### config.mk
export PLATFORM = sky130hd
export DESIGN_NAME = npu_cube_acc_ctrl_flat
export DESIGN_NICKNAME = d
export VERILOG_FILES = /design/src/rtl/npu_cube_pkg.sv /design/src/rtl/npu_cube_acc_ctrl_if.sv /design/src/rtl/npu_cube_cs_resolve.sv /design/src/rtl/npu_cube_acc_ctrl.sv /design/src/flat_wrapper.sv
export SDC_FILE = /design/constraint.sdc
export NUM_CORES = 1
export LEC_CHECK = 0
export CAP_MARGIN = 20
export CORE_ASPECT_RATIO = 0.75
export CORE_MARGIN = 10
export CORE_UTILIZATION = 45
export DETAILED_ROUTE_END_ITERATION = 16
export MAX_ROUTING_LAYER = met4
export PLACE_DENSITY = 0.85
export SETUP_SLACK_MARGIN = 0.02
export SLEW_MARGIN = 20
export SYNTH_ARGS = -nofsm -noshare
export SYNTH_HDL_FRONTEND = slang
export SYNTH_SLANG_ARGS = --single-unit
### constraint.sdc
create_clock -name clk -period 6.3 [get_ports clk]
set_input_delay 0.63 -clock clk [delete_from_list [all_inputs] [get_ports clk]]
set_output_delay 0.63 -clock clk [all_outputs]
set_load 0.005 [all_outputs]
### src/rtl/npu_cube_pkg.sv
`default_nettype none
// ============================================================================
// Module : npu_cube_pkg
// Brief  : Shared widths and state encoding for the NPU cube add-tree datapath.
// Rev    : 1.0 - initial release
// ============================================================================
package npu_cube_pkg;

    localparam int DWA              = 8;
    localparam int DWB_CODE         = 12;
    localparam int NPU_CUBE_MAC_NUM = 8;
    localparam int DWOUPUT          = 19;
    localparam int DWACC            = 32;
    localparam int DWLEN            = 16;

    localparam int STATE_W = 2;
    typedef logic [STATE_W-1:0] state_t;

    localparam logic [STATE_W-1:0] ST_IDLE  = 2'd0;
    localparam logic [STATE_W-1:0] ST_RUN   = 2'd1;
    localparam logic [STATE_W-1:0] ST_DRAIN = 2'd2;
    localparam logic [STATE_W-1:0] ST_DONE  = 2'd3;

endpackage
`default_nettype wire

### src/rtl/npu_cube_acc_ctrl_if.sv
`default_nettype none
// ============================================================================
// Module : npu_cube_acc_ctrl_if
// Brief  : Config, operand, add-tree and result signals of the cube accumulator.
// Rev    : 1.0 - initial release
// ============================================================================
interface npu_cube_acc_ctrl_if #(
    parameter int DWA              = npu_cube_pkg::DWA,
    parameter int DWB_CODE         = npu_cube_pkg::DWB_CODE,
    parameter int NPU_CUBE_MAC_NUM = npu_cube_pkg::NPU_CUBE_MAC_NUM,
    parameter int DWOUPUT          = npu_cube_pkg::DWOUPUT,
    parameter int DWACC            = npu_cube_pkg::DWACC,
    parameter int DWLEN            = npu_cube_pkg::DWLEN
);
    logic                                 cfg_start;
    logic [DWLEN-1:0]                     cfg_len;
    logic                                 cfg_signed;
    logic                                 cfg_busy;
    logic                                 in_valid;
    logic                                 in_ready;
    logic [DWA*NPU_CUBE_MAC_NUM-1:0]      in_data;
    logic [DWB_CODE*NPU_CUBE_MAC_NUM-1:0] in_para_code;
    logic [DWA*NPU_CUBE_MAC_NUM-1:0]      tree_data;
    logic [DWB_CODE*NPU_CUBE_MAC_NUM-1:0] tree_para_code;
    logic                                 tree_is_signed;
    logic [DWOUPUT-1:0]                   tree_result_s;
    logic [DWOUPUT-1:0]                   tree_result_c;
    logic                                 out_valid;
    logic                                 out_ready;
    logic [DWACC-1:0]                     out_acc;
    logic                                 out_ovf;

    modport master (
        output cfg_start, cfg_len, cfg_signed, in_valid, in_data, in_para_code,
               tree_result_s, tree_result_c, out_ready,
        input  cfg_busy, in_ready, tree_data, tree_para_code, tree_is_signed,
               out_valid, out_acc, out_ovf
    );

    modport slave (
        input  cfg_start, cfg_len, cfg_signed, in_valid, in_data, in_para_code,
               tree_result_s, tree_result_c, out_ready,
        output cfg_busy, in_ready, tree_data, tree_para_code, tree_is_signed,
               out_valid, out_acc, out_ovf
    );
endinterface
`default_nettype wire

### src/rtl/npu_cube_cs_resolve.sv
`default_nettype none
// ============================================================================
// Module : npu_cube_cs_resolve
// Brief  : Registers p = s + 2c of the add tree and extends it to the acc width.
// Rev    : 1.0 - initial release
// ============================================================================
module npu_cube_cs_resolve #(
    parameter int DWOUPUT = npu_cube_pkg::DWOUPUT,
    parameter int DWACC   = npu_cube_pkg::DWACC
) (
    input  wire                clk,
    input  wire                rst_n,
    input  wire                i_vld,
    input  wire [DWOUPUT-1:0]  i_result_s,
    input  wire [DWOUPUT-1:0]  i_result_c,
    input  wire                i_is_signed,
    output logic               o_vld,
    output logic [DWACC-1:0]   o_p_ext
);
    logic [DWOUPUT-1:0] w_p;
    logic [DWOUPUT-1:0] r_p;
    logic               r_vld;

    // Carry vector is weighted by two; the top carry bit falls off the tree width.
    assign w_p = i_result_s + (i_result_c << 1);

    always_ff @(posedge clk) begin
        if (!rst_n) begin
            r_p   <= '0;
            r_vld <= 1'b0;
        end else begin
            r_vld <= i_vld;
            if (i_vld) begin
                r_p <= w_p;
            end
        end
    end

    assign o_vld = r_vld;

    generate
        if (DWACC > DWOUPUT) begin : g_ext
            assign o_p_ext = {{(DWACC-DWOUPUT){i_is_signed & r_p[DWOUPUT-1]}}, r_p};
        end else begin : g_trunc
            assign o_p_ext = r_p[DWACC-1:0];
        end
    endgenerate

endmodule
`default_nettype wire

### src/rtl/npu_cube_acc_ctrl.sv
`default_nettype none
// ============================================================================
// Module : npu_cube_acc_ctrl
// Brief  : Job sequencer feeding the cube add tree and accumulating its results.
// Rev    : 1.0 - initial release
// ============================================================================
module npu_cube_acc_ctrl #(
    parameter int DWA              = npu_cube_pkg::DWA,
    parameter int DWB_CODE         = npu_cube_pkg::DWB_CODE,
    parameter int NPU_CUBE_MAC_NUM = npu_cube_pkg::NPU_CUBE_MAC_NUM,
    parameter int DWOUPUT          = npu_cube_pkg::DWOUPUT,
    parameter int DWACC            = npu_cube_pkg::DWACC,
    parameter int DWLEN            = npu_cube_pkg::DWLEN
) (
    input  wire                 clk,
    input  wire                 rst_n,
    npu_cube_acc_ctrl_if.slave  bus
);
    import npu_cube_pkg::*;

    logic [STATE_W-1:0]                   r_state;
    logic [DWLEN-1:0]                     r_len;
    logic [DWLEN-1:0]                     r_cnt;
    logic                                 r_signed;
    logic [DWA*NPU_CUBE_MAC_NUM-1:0]      r_tree_data;
    logic [DWB_CODE*NPU_CUBE_MAC_NUM-1:0] r_tree_code;
    logic                                 r_s0_vld;
    logic [DWACC-1:0]                     r_acc;
    logic                                 r_ovf;

    logic                                 w_in_ready;
    logic                                 w_accept;
    logic [DWLEN-1:0]                     w_cnt_nxt;
    logic                                 w_last_beat;
    logic                                 w_p_vld;
    logic [DWACC-1:0]                     w_p_ext;
    logic [DWACC:0]                       w_sum;
    logic                                 w_add_ovf;
    logic                                 w_last_acc;

    npu_cube_cs_resolve #(
        .DWOUPUT (DWOUPUT),
        .DWACC   (DWACC)
    ) u_cs_resolve (
        .clk         (clk),
        .rst_n       (rst_n),
        .i_vld       (r_s0_vld),
        .i_result_s  (bus.tree_result_s),
        .i_result_c  (bus.tree_result_c),
        .i_is_signed (r_signed),
        .o_vld       (w_p_vld),
        .o_p_ext     (w_p_ext)
    );

    assign w_in_ready  = (r_state == ST_RUN) && (r_cnt < r_len);
    assign w_accept    = bus.in_valid && w_in_ready;
    assign w_cnt_nxt   = r_cnt + {{(DWLEN-1){1'b0}}, 1'b1};
    assign w_last_beat = w_accept && (w_cnt_nxt == r_len);

    assign w_sum     = {1'b0, r_acc} + {1'b0, w_p_ext};
    assign w_add_ovf = r_signed ? ((r_acc[DWACC-1] == w_p_ext[DWACC-1]) &&
                                   (w_sum[DWACC-1] != r_acc[DWACC-1]))
                                : w_sum[DWACC];

    // Beats leave the pipeline in order, so once S0 is empty in DRAIN the
    // accumulate in flight is the job's last one.
    assign w_last_acc = (r_state == ST_DRAIN) && w_p_vld && !r_s0_vld;

    always_ff @(posedge clk) begin
        if (!rst_n) begin
            r_state     <= ST_IDLE;
            r_len       <= '0;
            r_cnt       <= '0;
            r_signed    <= 1'b0;
            r_tree_data <= '0;
            r_tree_code <= '0;
            r_s0_vld    <= 1'b0;
            r_acc       <= '0;
            r_ovf       <= 1'b0;
        end else begin
            r_s0_vld <= w_accept;
            if (w_accept) begin
                r_cnt       <= w_cnt_nxt;
                r_tree_data <= bus.in_data;
                r_tree_code <= bus.in_para_code;
            end
            if (w_p_vld) begin
                r_acc <= w_sum[DWACC-1:0];
                r_ovf <= r_ovf | w_add_ovf;
            end

            case (r_state)
                ST_IDLE: begin
                    if (bus.cfg_start) begin
                        r_len    <= bus.cfg_len;
                        r_signed <= bus.cfg_signed;
                        r_cnt    <= '0;
                        r_acc    <= '0;
                        r_ovf    <= 1'b0;
                        r_state  <= (bus.cfg_len == '0) ? ST_DONE : ST_RUN;
                    end
                end
                ST_RUN: begin
                    if (w_last_beat) begin
                        r_state <= ST_DRAIN;
                    end
                end
                ST_DRAIN: begin
                    if (w_last_acc) begin
                        r_state <= ST_DONE;
                    end
                end
                ST_DONE: begin
                    if (bus.out_ready) begin
                        r_state <= ST_IDLE;
                    end
                end
                default: r_state <= ST_IDLE;
            endcase
        end
    end

    assign bus.cfg_busy       = (r_state != ST_IDLE);
    assign bus.in_ready       = w_in_ready;
    assign bus.tree_data      = r_tree_data;
    assign bus.tree_para_code = r_tree_code;
    assign bus.tree_is_signed = r_signed;
    assign bus.out_valid      = (r_state == ST_DONE);
    assign bus.out_acc        = r_acc;
    assign bus.out_ovf        = r_ovf;

endmodule
`default_nettype wire

### src/flat_wrapper.sv
// flat-port wrapper written by rule: the top's interface ports become plain ports
module npu_cube_acc_ctrl_flat import npu_cube_pkg::*;
#(
    parameter int DWA              = npu_cube_pkg::DWA,
    parameter int DWB_CODE         = npu_cube_pkg::DWB_CODE,
    parameter int NPU_CUBE_MAC_NUM = npu_cube_pkg::NPU_CUBE_MAC_NUM,
    parameter int DWOUPUT          = npu_cube_pkg::DWOUPUT,
    parameter int DWACC            = npu_cube_pkg::DWACC,
    parameter int DWLEN            = npu_cube_pkg::DWLEN
)
  (clk, rst_n, bus_cfg_start, bus_cfg_len, bus_cfg_signed, bus_in_valid, bus_in_data, bus_in_para_code, bus_tree_result_s, bus_tree_result_c, bus_out_ready, bus_cfg_busy, bus_in_ready, bus_tree_data, bus_tree_para_code, bus_tree_is_signed, bus_out_valid, bus_out_acc, bus_out_ovf);
  npu_cube_acc_ctrl_if #(.DWA(DWA), .DWB_CODE(DWB_CODE), .NPU_CUBE_MAC_NUM(NPU_CUBE_MAC_NUM), .DWOUPUT(DWOUPUT), .DWACC(DWACC), .DWLEN(DWLEN)) bus_i ();
  input  wire clk;
  input  wire rst_n;
  input wire logic [$bits(bus_i.cfg_start)-1:0] bus_cfg_start;
  input wire logic [$bits(bus_i.cfg_len)-1:0] bus_cfg_len;
  input wire logic [$bits(bus_i.cfg_signed)-1:0] bus_cfg_signed;
  input wire logic [$bits(bus_i.in_valid)-1:0] bus_in_valid;
  input wire logic [$bits(bus_i.in_data)-1:0] bus_in_data;
  input wire logic [$bits(bus_i.in_para_code)-1:0] bus_in_para_code;
  input wire logic [$bits(bus_i.tree_result_s)-1:0] bus_tree_result_s;
  input wire logic [$bits(bus_i.tree_result_c)-1:0] bus_tree_result_c;
  input wire logic [$bits(bus_i.out_ready)-1:0] bus_out_ready;
  output wire logic [$bits(bus_i.cfg_busy)-1:0] bus_cfg_busy;
  output wire logic [$bits(bus_i.in_ready)-1:0] bus_in_ready;
  output wire logic [$bits(bus_i.tree_data)-1:0] bus_tree_data;
  output wire logic [$bits(bus_i.tree_para_code)-1:0] bus_tree_para_code;
  output wire logic [$bits(bus_i.tree_is_signed)-1:0] bus_tree_is_signed;
  output wire logic [$bits(bus_i.out_valid)-1:0] bus_out_valid;
  output wire logic [$bits(bus_i.out_acc)-1:0] bus_out_acc;
  output wire logic [$bits(bus_i.out_ovf)-1:0] bus_out_ovf;
  assign bus_i.cfg_start = bus_cfg_start;
  assign bus_i.cfg_len = bus_cfg_len;
  assign bus_i.cfg_signed = bus_cfg_signed;
  assign bus_i.in_valid = bus_in_valid;
  assign bus_i.in_data = bus_in_data;
  assign bus_i.in_para_code = bus_in_para_code;
  assign bus_i.tree_result_s = bus_tree_result_s;
  assign bus_i.tree_result_c = bus_tree_result_c;
  assign bus_i.out_ready = bus_out_ready;
  assign bus_cfg_busy = bus_i.cfg_busy;
  assign bus_in_ready = bus_i.in_ready;
  assign bus_tree_data = bus_i.tree_data;
  assign bus_tree_para_code = bus_i.tree_para_code;
  assign bus_tree_is_signed = bus_i.tree_is_signed;
  assign bus_out_valid = bus_i.out_valid;
  assign bus_out_acc = bus_i.out_acc;
  assign bus_out_ovf = bus_i.out_ovf;
  npu_cube_acc_ctrl #(.DWA(DWA), .DWB_CODE(DWB_CODE), .NPU_CUBE_MAC_NUM(NPU_CUBE_MAC_NUM), .DWOUPUT(DWOUPUT), .DWACC(DWACC), .DWLEN(DWLEN)) u_core (.clk(clk), .rst_n(rst_n), .bus(bus_i));
endmodule
==> impl_metrics.toml <==
[pwr]
p_seq_share_pct = 40.0
comb_power_share_pct = 27.0
leakage_nw = 6.36
total_power_w = 0.00463
power_density_relative_to_cell_area_mw_per_mm2 = 270
internal_power_w = 0.00322
switching_power_w = 0.00142
worst_ir_drop_vdd_mv = 0.279
sw_share_pct = 30.6
clkPwrFrac_pct = 33.0

[setup_path]
timing.critical_path.arrival_ps = 3780
worst_r2r_startpoint = "u_core.r_cnt[9]$_SDFF_PN0_"
cell_chain_critical_path = "ha_1, and4_1, and3_1, o211ai_1, a31o_2, and2_1, nand2_4, buf_4, nand2_1, a21oi_1"
cpLargestDelayFamily = "simple AND/OR/NAND/NOR gates"
worst_ep_required_time_ps = 6750
critical_path.slowest_cell = "buf_4"
r2r_slack_ps = 2980
worst_r2r_endpoint = "u_core.bus.tree_data[26]$_SDFFE_PN0N_"
buf_inv_on_cp = 1
crit_path_to = "u_core.bus.tree_data[26]$_SDFFE_PN0N_"
r2r_cells = 10
path_depth = 10
critical_path_peak_fanout = 68
slowest_delay_ps = 650
worst-setup-path-type = "reg2reg"
worst_setup_path_startpoint = "u_core.r_cnt[9]$_SDFF_PN0_"
critical_path.endpoint_type = "flip-flop"
start_kind = "flip-flop"

[yosys]
mappedNetlistNets = 1808
dominantRegCellSynth = "dfxtp_1"
yosys_register_bits = 249
synthesis.area_per_instance_um2 = 7.87
synth.most_common_cell = "nand2_1"
edff_count_synth = 0
synth_top_cells_by_area = "dfxtp_1, nand2_1, a21oi_1"
synth_seq_area_share_pct = 41.4
syn-cell-area_mm2 = 0.0120
synth_warnings = 0
synth_cell_type_count = 80
synth_top_area_share_pct = 41.4
post_synth_inst_count = 1528
synth_top_cell_by_area = "dfxtp_1"
synthArstFlopShare_pct = 0
synth_common_cells = "nand2_1, dfxtp_1, a21oi_1, nor2_1, clkbuf_1"

[floorplan]
die_w_um = 209
core-area_mm2 = 0.0262
dieHeight_um = 162
core.rowCount = 51
die-area_mm2 = 0.0337
pin_count = 417
initial_utilization_pct = 46.0

[timing]
hold_viol = 0
fmax_mhz = 301
fin_worst_skew_ps = 10.8
setup_total_negative_slack_ps = 0
whs_ps = 452
finalWorstPathRequiredPeriod_ps = 3320
slew_headroom_pct = 33.0
worst-slew-pin-transition_ps = 1000
count_of_final_setup_violators = 0
timing_max_transition_violations_final = 0
finalCritPeriodShare_pct = 52.8
rsz0062_at_grt = "no"

[clock_tree]
h-tree-depth = 1
clock_sink_count = 249
cts_setup_buffers = 0
clk_root_buffer_cell = "clkbuf_16"
post_cts_resize_count = 0
cts_buffer_depth = 3
holdBufCountCts = 0
tritoncts = "done"
clk_pin_slew_worst_setup_hold_paths_ps = 70
worst_skew_pair.late_latency_ps = 540
cts-buffers-inserted = 27

[global_routing]
grt.total_usage_pct = 24.5
first_global_vias = 11862
grt_pass1_wl_um = 65700
grt-ovfl-total = 0
grt_max_degree = 125
grt_antenna_before_repair = 1

[routing]
drt_iter0_markers = 937
via_count = 12179
detail-route-antenna-nets = 0
drt_drc_violations_left = 0
avgRoutedWirePerCell_um = 19.1
routed_via_density = 5.41
aggregate_routed_wire_length_um = 43000
drtPass1Iterations = 6

[placed_design]
place.detailed.hpwl_um = 32500
routabilityCongestion = 0.913
port-buffer-count = 415

[final_layout]
drive_gt1_share_pct = 4.30
fin_util_pct = 65.6
area_delta_synth_final_pct = 42.7
design.final.nets = 2167
filler_cells = 2166

[worst_hold_path]
worst_hold_path_type = "reg2reg"

[run]
maxCapViolations = 0

[status]
run_status = "completed"
==> worst reg2reg max path, stage by stage (launching register included) <==
cell	delay, ps
dfxtp_1	390
ha_1	340
and4_1	210
and3_1	170
o211ai_1	80
a31o_2	220
and2_1	190
nand2_4	570
buf_4	740
nand2_1	150
a21oi_1	180
==> final cells by class <==
| cell class | instances | area (µm²) | share of cell area [%] |
|---|---|---|---|
| clock inverters | 10 | 62.6 | 0.364 |
| diodes | 1 | 2.50 | 0.0146 |
| flip-flops and latches | 249 | 4980 | 29.0 |
| multi-input cells | 1151 | 6550 | 38.1 |
| repair buffers | 422 | 4220 | 24.6 |
| well taps | 344 | 430 | 2.51 |
| clock buffers | 38 | 787 | 4.58 |
| inverters | 36 | 140 | 0.816 |
==> worst min-delay path by stage <==
stage | start | end | cells past startpoint
2_1_floorplan | u_core.u_cs_resolve.r_p[15]$_SDFFE_PN0P_ | u_core.u_cs_resolve.r_p[15]$_SDFFE_PN0P_ | 2
3_3_place_gp | u_core.bus.tree_para_code[79]$_SDFFE_PN0N_ | u_core.bus.tree_para_code[79]$_SDFFE_PN0N_ | 2
3_5_place_dp | u_core.bus.tree_para_code[22]$_SDFFE_PN0N_ | u_core.bus.tree_para_code[22]$_SDFFE_PN0N_ | 2
4_1_cts | u_core.bus.tree_para_code[66]$_SDFFE_PN0N_ | u_core.bus.tree_para_code[66]$_SDFFE_PN0N_ | 2
5_1_grt | u_core.bus.tree_para_code[6]$_SDFFE_PN0N_ | u_core.bus.tree_para_code[6]$_SDFFE_PN0N_ | 2
6_report | u_core.bus.tree_para_code[66]$_SDFFE_PN0N_ | u_core.bus.tree_para_code[66]$_SDFFE_PN0N_ | 2
==> power groups by stage <==
stage | registers, W | logic, W | clock network [W]
CTS | 0.00185 | 0.00126 | 0.00157
finish | 0.00185 | 0.00125 | 0.00153
floorplan | 0.00188 | 0.000600 | 0
global route | 0.00187 | 0.00137 | 0.00162
detailed placement | 0.00189 | 0.00125 | 0
global placement | 0.00188 | 0.00122 | 0
==> kinds of logic after synthesis <==
kind of cell               synth area share, %
and+or+nand+nor                           22.5
AOI/OAI and AO/OA                         17.9
DFF                                       41.4
buffers and inverters                     4.26
xor gates and xnor gates                  4.88
adders and majority gates                 6.36
muxes                                     2.66
==> per-layer routing <==
metal / global-route usage [%] / up-vias / routed length (µm)
li1: - / 5926 / -
met1: 28.0 / 5681 / 17200
met2: 40.5 / 470 / 20700
met3: 6.63 / 102 / 3350
met4: 8.97 / 0 / 1680
met5: - / - / 0
==> flip-flops by register name (all words and copies together) (netlist names) <==
name,count
u_core.r_len,16
u_core.u_cs_resolve.r_p,19
u_core.bus.tree_para_code,96
u_core.r_s0_vld,1
u_core.r_state,2
u_core.r_cnt,16
u_core.bus.tree_data,64
u_core.bus.out_acc,32
u_core.bus.out_ovf,1
u_core.u_cs_resolve.o_vld,1
u_core.bus.tree_is_signed,1
==> cells in the final DEF, fill, tap and decap left out, drive strengths merged, types with 30 or more instances in the layout <==
master / count
ha: 58
xor2: 30
dfxtp: 249
o21ai: 39
nand2: 413
mux2i: 32
a21oi: 216
clkdlybuf4s50: 415
clkbuf: 38
nor2: 98
xnor2: 37
inv: 37
==> through the flow <==
step,instances,instance area (µm²),setup slack (ps)
final,2251,17200,2980
after global routing,2251,17200,2710
after CTS,2250,17200,2970
after detailed placement,2202,16300,2640
after global placement,2202,16300,2710
after floorplan,1528,12000,3630
No activity file was read; power rests on OpenSTA's default activity.
